**src/rtl/button_int_src.sv**
```systemverilog
// Push-button interrupt source: synchronises and debounces four active-low buttons,
// latches presses as pending requests and hands them to the CPU one at a time.
module button_int_src #(
  parameter int DB_CYCLES = 50000,
  parameter int CNT_W     = 16
) (
  input  logic       clk,
  input  logic       rst_n,
  input  logic [3:0] buttons_n,
  input  logic       cpu_int_state,
  output logic [3:0] buttons_pressed,
  output logic [3:0] pending,
  output logic       overrun,
  output logic [1:0] dbg_state
);

  typedef enum logic [1:0] {
    IDLE    = 2'd0,
    REQ     = 2'd1,
    SERVICE = 2'd2
  } state_t;

  localparam logic [CNT_W-1:0] LP_CNT_MAX = CNT_W'(DB_CYCLES - 1);

  logic [3:0]       r_meta_n;
  logic [3:0]       r_sync_n;
  logic [3:0]       w_sync;
  logic [3:0]       r_stable;
  logic [3:0]       r_stable_d;
  logic [CNT_W-1:0] r_cnt [4];
  logic [3:0]       w_press;
  logic [3:0]       w_clr;
  logic [3:0]       r_pending;
  logic             r_overrun;
  state_t           r_state;
  state_t           w_state_next;
  logic [1:0]       r_sel;
  logic [1:0]       w_sel_next;
  logic [3:0]       r_bp;
  logic [3:0]       w_bp_next;

  function automatic logic [1:0] hi_idx(input logic [3:0] v);
    logic [1:0] idx;
    idx = 2'd0;
    for (int i = 0; i < 4; i++) begin
      if (v[i]) idx = 2'(i);
    end
    return idx;
  endfunction

  // Synchroniser flops idle at 1 so a released button reads as inactive.
  always_ff @(posedge clk or negedge rst_n) begin
    if (!rst_n) begin
      r_meta_n <= 4'b1111;
      r_sync_n <= 4'b1111;
    end else begin
      r_meta_n <= buttons_n;
      r_sync_n <= r_meta_n;
    end
  end

  assign w_sync = ~r_sync_n;

  always_ff @(posedge clk or negedge rst_n) begin
    if (!rst_n) begin
      r_stable   <= 4'b0000;
      r_stable_d <= 4'b0000;
      for (int i = 0; i < 4; i++) r_cnt[i] <= '0;
    end else begin
      r_stable_d <= r_stable;
      for (int i = 0; i < 4; i++) begin
        if (w_sync[i] == r_stable[i]) begin
          r_cnt[i] <= '0;
        end else if (r_cnt[i] == LP_CNT_MAX) begin
          r_stable[i] <= w_sync[i];
          r_cnt[i]    <= '0;
        end else begin
          r_cnt[i] <= r_cnt[i] + 1'b1;
        end
      end
    end
  end

  assign w_press = r_stable & ~r_stable_d;

  // A press landing on the bit being acknowledged survives: set beats clear.
  always_ff @(posedge clk or negedge rst_n) begin
    if (!rst_n) begin
      r_pending <= 4'b0000;
      r_overrun <= 1'b0;
    end else begin
      r_pending <= (r_pending & ~w_clr) | w_press;
      if (|(w_press & r_pending)) r_overrun <= 1'b1;
    end
  end

  always_ff @(posedge clk or negedge rst_n) begin
    if (!rst_n) begin
      r_state <= IDLE;
      r_sel   <= 2'd0;
      r_bp    <= 4'b0000;
    end else begin
      r_state <= w_state_next;
      r_sel   <= w_sel_next;
      r_bp    <= w_bp_next;
    end
  end

  always_comb begin
    w_state_next = r_state;
    w_sel_next   = r_sel;
    w_bp_next    = r_bp;
    w_clr        = 4'b0000;
    case (r_state)
      IDLE: begin
        if (|r_pending && !cpu_int_state) begin
          w_sel_next   = hi_idx(r_pending);
          w_bp_next    = 4'b0001 << hi_idx(r_pending);
          w_state_next = REQ;
        end
      end
      REQ: begin
        if (cpu_int_state) begin
          w_clr        = 4'b0001 << r_sel;
          w_bp_next    = 4'b0000;
          w_state_next = SERVICE;
        end
      end
      SERVICE: begin
        w_bp_next = 4'b0000;
        if (!cpu_int_state) w_state_next = IDLE;
      end
      default: begin
        w_bp_next    = 4'b0000;
        w_state_next = IDLE;
      end
    endcase
  end

  assign buttons_pressed = r_bp;
  assign pending         = r_pending;
  assign overrun         = r_overrun;
  assign dbg_state       = r_state;

endmodule

```
**config.mk**
```make
export PLATFORM = sky130hd
export DESIGN_NAME = button_int_src
export DESIGN_NICKNAME = d
export VERILOG_FILES = /design/src/rtl/button_int_src.sv
export SDC_FILE = /design/constraint.sdc
export NUM_CORES = 1
export LEC_CHECK = 0
export ABC_AREA = 1
export ABC_CLOCK_PERIOD_IN_PS = 1600
export CAP_MARGIN = 20
export CORE_MARGIN = 5
export CORE_UTILIZATION = 55
export CTS_BUF_LIST = sky130_fd_sc_hd__clkbuf_4 sky130_fd_sc_hd__clkbuf_8 sky130_fd_sc_hd__clkbuf_16
export DETAILED_ROUTE_END_ITERATION = 10
export HOLD_SLACK_MARGIN = 0.08
export PLACE_DENSITY = 0.73
export SETUP_SLACK_MARGIN = 0.1
export SLEW_MARGIN = 10
export SYNTH_ARGS = -nofsm -noshare
export SYNTH_HDL_FRONTEND = slang
export SYNTH_SLANG_ARGS = --single-unit
```
**constraint.sdc**
```tcl
create_clock -name clk -period 1.6 [get_ports clk]
set_input_delay 0.24 -clock clk [delete_from_list [all_inputs] [get_ports clk]]
set_output_delay 0.24 -clock clk [all_outputs]
set_load 0.01 [all_outputs]
```
==> impl_metrics.py, run 1 <==
metrics = {
    "die": {
        "core_region_area_mm2": 0.00822,
        "dieWidth_um": 102,
        "num_io_pins": 18,
        "num_rows": 33,
        "initial_standard_cell_utilization_of_the_core_pct": 56.4,
        "die_area_mm2": 0.0104,
        "floorplan.die.height_um": 102,
    },
    "worst_setup_path": {
        "cp_cell_sequence": "xnor2_1, inv_1, nor3_1",
        "worst_setup_ep_type": "register",
        "path_class": "register to register",
        "cp_data_required_time_ps": 1860,
        "cpMaxStageDelayCell": "sky130_fd_sc_hd__dfrtp_1",
        "cp_data_arrival_time_ps": 1680,
        "path_delay_family": "flip-flops",
        "critPathMaxFanout": 7,
        "slowest_delay_ps": 430,
        "setup.worst_path.start_class": "register",
        "worst-path-buf-inv": 1,
    },
    "power": {
        "power_uw": 5480,
        "p_seq_share_pct": 48.6,
        "leakagePower_uw": 0.00260,
        "p_switching_uw": 1400,
        "clock_power_share_pct": 37.1,
        "cell_internal_pwr_uw": 4080,
        "power_per_cell_area_mw_per_mm2": 1020,
        "switching_share_pct": 25.5,
        "ir_drop_mv": 0.551,
        "power.combinational.fraction_pct": 14.3,
    },
    "sta": {
        "finalCritPeriodShare_pct": 88.5,
        "setup_viol_count_final": 0,
        "max_slew.worst_pin.slew_ps": 478,
        "slew_viol_final": 0,
        "maxSlewHeadroom_pct": 67.9,
        "fin_setup_tns_ps": 0,
        "final_period_minus_worst_setup_slack_ps": 1420,
        "max_freq_ghz": 0.706,
        "rsz0062_at_grt": "yes",
        "hold_viol": 0,
        "timing.clock.skew_ps": 12.1,
    },
    "grt": {
        "grt_pass1_wl_um": 16100,
        "grt.total_usage_pct": 19.3,
        "grt_pass1_vias": 3807,
        "grt_max_degree": 39,
        "antenna_found_initial": 0,
        "globalRouteOverflowTotal": 0,
    },
    "layout": {
        "final_layout_size_suffix_gt1_share_pct": 9.36,
        "num_antenna_cells": 0,
        "layout.nets": 647,
        "syn2layout_area_growth_pct": 15.5,
        "stdcell_count": 746,
        "fillers": 682,
    },
    "drt": {
        "drt_drc": 0,
        "via_per_inst": 5.18,
        "drt-initial-drc-count": 177,
        "wl_per_cell_um": 12.2,
        "dr_total_vias": 3863,
        "final_antenna_net_count": 0,
        "drt_wl_total_um": 9120,
        "detail_route.first_pass.iterations": 4,
    },
    "worst_hold_path": {
        "min_delay_worst_type": "input pin to register",
    },
    "placed_design": {
        "placement.io_buffers": 17,
        "post_place_cells": 726,
        "globalplace.congestion": 0.947,
        "detailed_place_hpwl_um": 6660,
    },
    "synth": {
        "synthCells": 599,
        "yosysTopAreaCellShare_pct": 45.9,
        "yosysWarningCount": 0,
        "yosysUniqueCellTypes": 22,
        "synth.ff_latch_count": 93,
        "syn-mean-instance-area_um2": 7.74,
        "synth_seq_area_share_pct": 50.4,
        "synth.net_count": 610,
        "post_synth_instance_area_mm2": 0.00464,
        "post-synth-top-area-cell": "sky130_fd_sc_hd__dfrtp_1",
        "synth_area_leaders": "sky130_fd_sc_hd__dfrtp_1, sky130_fd_sc_hd__nor2_1, sky130_fd_sc_hd__nand2_1, sky130_fd_sc_hd__inv_1, sky130_fd_sc_hd__nand3_1",
    },
    "clock_network": {
        "clock_insertion_delay_worst_skew_ps": 360,
        "cts.sinks": 93,
        "ctsHtreeMaxLevel": 3,
        "cts_root_buffer": "sky130_fd_sc_hd__clkbuf_8",
        "cts_tree": "yes",
        "cts-buffers-inserted": 9,
        "cts-root-to-sink-buffers": 2,
        "clk_pin_slew_ps": 90,
    },
    "run": {
        "cap_violations": 0,
    },
    "outcome": {
        "run_status": "completed",
    },
}
cells in the mapped netlist, drive strengths merged:
cell     n
a21oi   10
o21ai   17
a31oi    5
nand4   13
nor3    13
ha       4
nor3b    1
o22ai    1
xor2    14
nand2  139
nor2   140
nand3   50
inv     83
xnor2   16
dfstp    8
dfrtp   85
worst register-to-register path: stages (launching register included):
cell and delay [ps]:
sky130_fd_sc_hd__dfrtp_1 430, sky130_fd_sc_hd__xnor2_1 420, sky130_fd_sc_hd__inv_1 250, sky130_fd_sc_hd__nor3_1 230
power by group through the flow:
stage / registers (uW) / logic (uW) / clock network [uW]
finish: 2660 / 783 / 2030
global route: 2690 / 887 / 2180
CTS: 2660 / 788 / 2090
detailed placement: 2720 / 820 / 0
global placement: 2720 / 799 / 0
floorplan: 2740 / 355 / 0
state kept, by name, summed over array words and instances (netlist names):
| signal | cells |
|---|---|
| r_stable | 4 |
| dbg_state | 2 |
| r_meta_n | 4 |
| pending | 4 |
| r_cnt | 64 |
| r_stable_d | 4 |
| overrun | 1 |
| buttons_pressed | 4 |
| r_sync_n | 4 |
| r_sel | 2 |
cell type report:
class / count / area, um2 / share of cell area, %
clock buffers: 10 / 138 / 2.57
multi-input cells: 423 / 2050 / 38.2
flip-flops and latches: 93 / 2340 / 43.6
inverters: 83 / 312 / 5.82
clock inverters: 6 / 134 / 2.50
well taps: 105 / 131 / 2.45
repair buffers: 26 / 256 / 4.79
cells by family after synthesis:
logic type                 Yosys count  synth area share [%]
buffers and inverters               83                  6.72
and+or+nand+nor                    356                  32.1
xor gates and xnor gates            30                  5.99
AOI/OAI and AO/OA                   33                  3.72
adders and majority gates            4                  1.08
DFF                                 93                  50.4
worst paths after layout:
path | start | end | slack [ps] | depth (start not counted)
max reg2reg | r_stable[1] | r_cnt[39] | 180 | 3
min reg2reg | r_meta_n[0] | r_sync_n[0] | 350 | 0
min in group asynchronous | rst_n | r_cnt[50] | 340 | 2
min | buttons_n[3] | r_meta_n[3] | 290 | 1
max | r_stable[1] | r_cnt[39] | 180 | 3
max in group asynchronous | rst_n | r_sync_n[2] | 660 | 3
through the flow:
stage          setup slack [ps]  util, %  area, um2  hold WS [ps]
2_1_floorplan               321        -       4640         -55.6
3_3_place_gp                200     60.8       5000           193
3_5_place_dp                119     60.8       5000           197
4_1_cts                    68.2     64.2       5280           274
5_1_grt                    54.0     65.2       5360           268
6_report                    184     65.2       5360           287
cells in the final DEF, fill, tap and decap left out:
cell type and n:
sky130_fd_sc_hd__dlygate4sd3_1 1, sky130_fd_sc_hd__dfrtp_1 84, sky130_fd_sc_hd__nor2_2 4, sky130_fd_sc_hd__nand2_1 131, sky130_fd_sc_hd__ha_1 2, sky130_fd_sc_hd__nand2_2 5
sky130_fd_sc_hd__a31oi_1 5, sky130_fd_sc_hd__nor3_2 4, sky130_fd_sc_hd__nor3b_1 1, sky130_fd_sc_hd__dlygate4sd2_1 9, sky130_fd_sc_hd__xor2_1 14, sky130_fd_sc_hd__clkbuf_8 10
sky130_fd_sc_hd__bufinv_16 4, sky130_fd_sc_hd__dfrtp_2 1, sky130_fd_sc_hd__xnor2_1 14, sky130_fd_sc_hd__nand4_1 13, sky130_fd_sc_hd__buf_12 2, sky130_fd_sc_hd__dfstp_2 8
sky130_fd_sc_hd__o22ai_1 1, sky130_fd_sc_hd__clkdlybuf4s50_1 5, sky130_fd_sc_hd__inv_1 81, sky130_fd_sc_hd__clkinv_4 1, sky130_fd_sc_hd__ha_2 2, sky130_fd_sc_hd__nor2_1 136
sky130_fd_sc_hd__nand2_4 3, sky130_fd_sc_hd__o21ai_1 1, sky130_fd_sc_hd__o21ai_0 16, sky130_fd_sc_hd__nand3_2 3, sky130_fd_sc_hd__clkinv_2 1, sky130_fd_sc_hd__nand3_1 47
sky130_fd_sc_hd__xnor2_2 2, sky130_fd_sc_hd__nor3_1 8, sky130_fd_sc_hd__dlymetal6s2s_1 2, sky130_fd_sc_hd__nor3_4 1, sky130_fd_sc_hd__inv_2 2, sky130_fd_sc_hd__buf_4 7
sky130_fd_sc_hd__a21oi_1 10
metal layers:
layer / up-vias / global-route usage [%] / wire length, um
met1: 1819 / 23.7 / 4020
met5: - / 0 / 0
li1: 1944 / - / -
met3: 16 / 4.44 / 254
met2: 84 / 33.3 / 4680
met4: 0 / 7.37 / 163
timing repair:
action | in CTS | in global routing
hold buffers | 1 | 0
endpoints found under the setup margin | 10 | 50
endpoints found under the hold margin | 25 | 0
buffers inserted | 1 | 2
pin swaps | 0 | 1
resized for setup | 10 | 19
Note: power is estimated with default switching activity, not from simulation.
==> run 2: changes to the inputs <==
- SKIP_LAST_GASP: default -> 1
==> results of run 2 <==
The final DEF is identical to that of run 1; final timing and power are the same.
==> run 3: changes to the inputs <==
- TNS_END_PERCENT: default -> 5
==> run 3 against run 2 <==
Wire length decreased by 0.47%. Via count decreased by 0.60%. Non-clock buffer count decreased by 1. Global-route usage unchanged. Combinational power increased by 8.0%. Setup slack got worse by 130 ps. Critical path type is now register to primary output. Largest cell class unchanged. Highest routed layer unchanged.
==> impl_metrics.py, run 3 (synthesis gave the netlist of run 1 again) <==
metrics = {
    "clock_network": {
        "clock_insertion_delay_worst_skew_ps": 360,
        "ctsHtreeMaxLevel": 3,
        "cts-buffers-inserted": 9,
        "cts.sinks": 93,
        "cts_tree": "yes",
        "clk_pin_slew_ps": 90,
        "cts-root-to-sink-buffers": 2,
        "cts_root_buffer": "sky130_fd_sc_hd__clkbuf_8",
    },
    "power": {
        "cell_internal_pwr_uw": 4140,
        "switching_share_pct": 25.3,
        "clock_power_share_pct": 36.7,
        "ir_drop_mv": 0.550,
        "power_per_cell_area_mw_per_mm2": 1040,
        "leakagePower_uw": 0.00251,
        "power.combinational.fraction_pct": 15.2,
        "p_seq_share_pct": 48.0,
        "p_switching_uw": 1410,
    },
    "worst_setup_path": {
        "crit-reg2reg-capture": "r_cnt[19]",
        "critical_path.reg2reg.startpoint": "r_cnt[16]",
        "critPathMaxFanout": 5,
        "slowest_delay_ps": 560,
        "worst_setup_ep_type": "primary output",
        "worst-path-buf-inv": 1,
        "logic_depth_of_the_worst_register_to_register_path": 6,
        "path_delay_family": "buffers and inverters",
        "setup.worst_path.start_class": "register",
        "cp_data_arrival_time_ps": 1310,
        "cp.depth": 1,
        "cp_cell_sequence": "clkdlybuf4s50_1",
        "path_class": "register to primary output",
        "cpMaxStageDelayCell": "sky130_fd_sc_hd__clkdlybuf4s50_1",
        "reg2reg_setup_slack_ps": 120,
        "cp_data_required_time_ps": 1360,
    },
    "die": {
        "die_area_mm2": 0.0104,
        "initial_standard_cell_utilization_of_the_core_pct": 56.4,
        "core_region_area_mm2": 0.00822,
        "num_io_pins": 18,
        "num_rows": 33,
        "dieWidth_um": 102,
        "floorplan.die.height_um": 102,
    },
    "sta": {
        "final_period_minus_worst_setup_slack_ps": 1550,
        "timing.clock.skew_ps": 12.7,
        "max_slew.worst_pin.slew_ps": 457,
        "fin_setup_tns_ps": 0,
        "hold_viol": 0,
        "maxSlewHeadroom_pct": 69.3,
        "slew_viol_final": 0,
        "final_critical_path_setup_slack_ps": 50.9,
        "finalCritPeriodShare_pct": 96.8,
        "max_freq_ghz": 0.646,
        "setup_viol_count_final": 0,
        "rsz0062_at_grt": "yes",
    },
    "placed_design": {
        "globalplace.congestion": 0.947,
        "placement.io_buffers": 17,
        "dpl-instance-area_mm2": 0.00500,
        "detailed_place_hpwl_um": 6660,
        "place_ws_ps": 119,
    },
    "drt": {
        "drt_wl_total_um": 9070,
        "final_antenna_net_count": 0,
        "drt-initial-drc-count": 190,
        "detail_route.first_pass.iterations": 5,
        "drt_drc": 0,
        "wl_per_cell_um": 12.2,
        "via_per_inst": 5.15,
        "dr_total_vias": 3840,
    },
    "layout": {
        "layout.nets": 646,
        "mostFrequentLayoutCell": "sky130_fd_sc_hd__nor2_1",
        "fillers": 689,
        "mostFrequentLayoutCells": "sky130_fd_sc_hd__nor2_1, sky130_fd_sc_hd__nand2_1, sky130_fd_sc_hd__dfrtp_1",
        "final_area_mm2": 0.00532,
        "syn2layout_area_growth_pct": 14.6,
        "largest_reg_flops": 64,
        "max_flop_register": "r_cnt",
        "num_antenna_cells": 0,
        "final_layout_size_suffix_gt1_share_pct": 8.13,
    },
    "outcome": {
        "run_status": "completed",
    },
    "grt": {
        "grt_pass1_vias": 3807,
        "grt_pass1_wl_um": 16100,
        "globalRouteOverflowTotal": 0,
        "antenna_found_initial": 0,
        "grt.total_usage_pct": 19.3,
        "grt_max_degree": 39,
    },
    "worst_hold_path": {
        "timing.hold.worst_endpoint": "r_meta_n[3]",
        "timing.hold.worst_path_depth": 1,
        "min_delay_worst_type": "input pin to register",
        "hold_start": "buttons_n[3]",
    },
    "run": {
        "cap_violations": 0,
    },
}
## run 3: cell types whose count changed in the layout (fill, tap and decap cells not counted), moves of 2 or more
cell | previous run | this run
sky130_fd_sc_hd__dlygate4sd2_1 | 9 | 1
sky130_fd_sc_hd__ha_1 | 2 | 4
sky130_fd_sc_hd__clkdlybuf4s50_1 | 5 | 14
sky130_fd_sc_hd__nand2_2 | 5 | 7
sky130_fd_sc_hd__nand2_4 | 3 | 0
sky130_fd_sc_hd__ha_2 | 2 | 0
## run 3: how the worst max path moves through the flow
stage / startpoint / end / slack, ps
6_report: dbg_state[0] / dbg_state[0] / 50
3_5_place_dp: r_cnt[32] / r_cnt[36] / 120
2_1_floorplan: r_cnt[16] / r_cnt[26] / 320
3_3_place_gp: r_cnt[32] / r_cnt[46] / 200
5_1_grt: dbg_state[0] / dbg_state[0] / -20
4_1_cts: pending[1] / pending[1] / 10
## run 3: cell type report
cell class	instances	area, um2	share of cell area (%)
inverter	83	312	5.86
tap	105	131	2.47
clock buffer	10	138	2.59
multi-input combinational	423	2010	37.7
sequential	93	2340	44.0
clock inverter	6	134	2.52
timing repair buffer	25	256	4.82
## run 3: routing by layer
metal	vias up	track usage [%]	part of all wire, %
li1	1938	-	-
met3	17	4.44	2.8
met1	1813	23.7	44
met2	72	33.3	51
met4	0	7.37	1.9
met5	-	0	0
## run 3: metrics by stage
stage	hold slack (ps)	instances	utilization, %	power, uW
floorplan	-55.6	599	-	3100
global placement	193	726	60.8	3520
detailed placement	197	726	60.8	3550
CTS	274	744	64.4	5600
global route	268	745	64.7	5830
finish	284	745	64.7	5550
## run 3: power by group through the flow
| stage | Combinational (uW) | Clock (uW) | Sequential (uW) |
|---|---|---|---|
| after global placement | 799 | 0 | 2720 |
| after detailed placement | 820 | 0 | 2720 |
| after global routing | 951 | 2180 | 2700 |
| after CTS | 846 | 2090 | 2670 |
| after floorplan | 355 | 0 | 2740 |
| final | 846 | 2040 | 2670 |
## run 3: repair_timing
item / CTS / global route
buffers inserted: 1 / 1
gates cloned: 0 / 0
endpoints found under the hold margin: 25 / 0
hold buffers: 1 / 0
resized for setup: 2 / 7
pin swaps: 0 / 1
endpoints found under the setup margin: 10 / 58
## run 3: worst reg2reg max path, cell delays in order, from the launching register on
cell	delay, ps
sky130_fd_sc_hd__dfrtp_1	400
sky130_fd_sc_hd__ha_1	210
sky130_fd_sc_hd__nand3_1	170
sky130_fd_sc_hd__nor3_2	250
sky130_fd_sc_hd__nand2_2	160
sky130_fd_sc_hd__nand2_2	140
sky130_fd_sc_hd__nor2_1	50
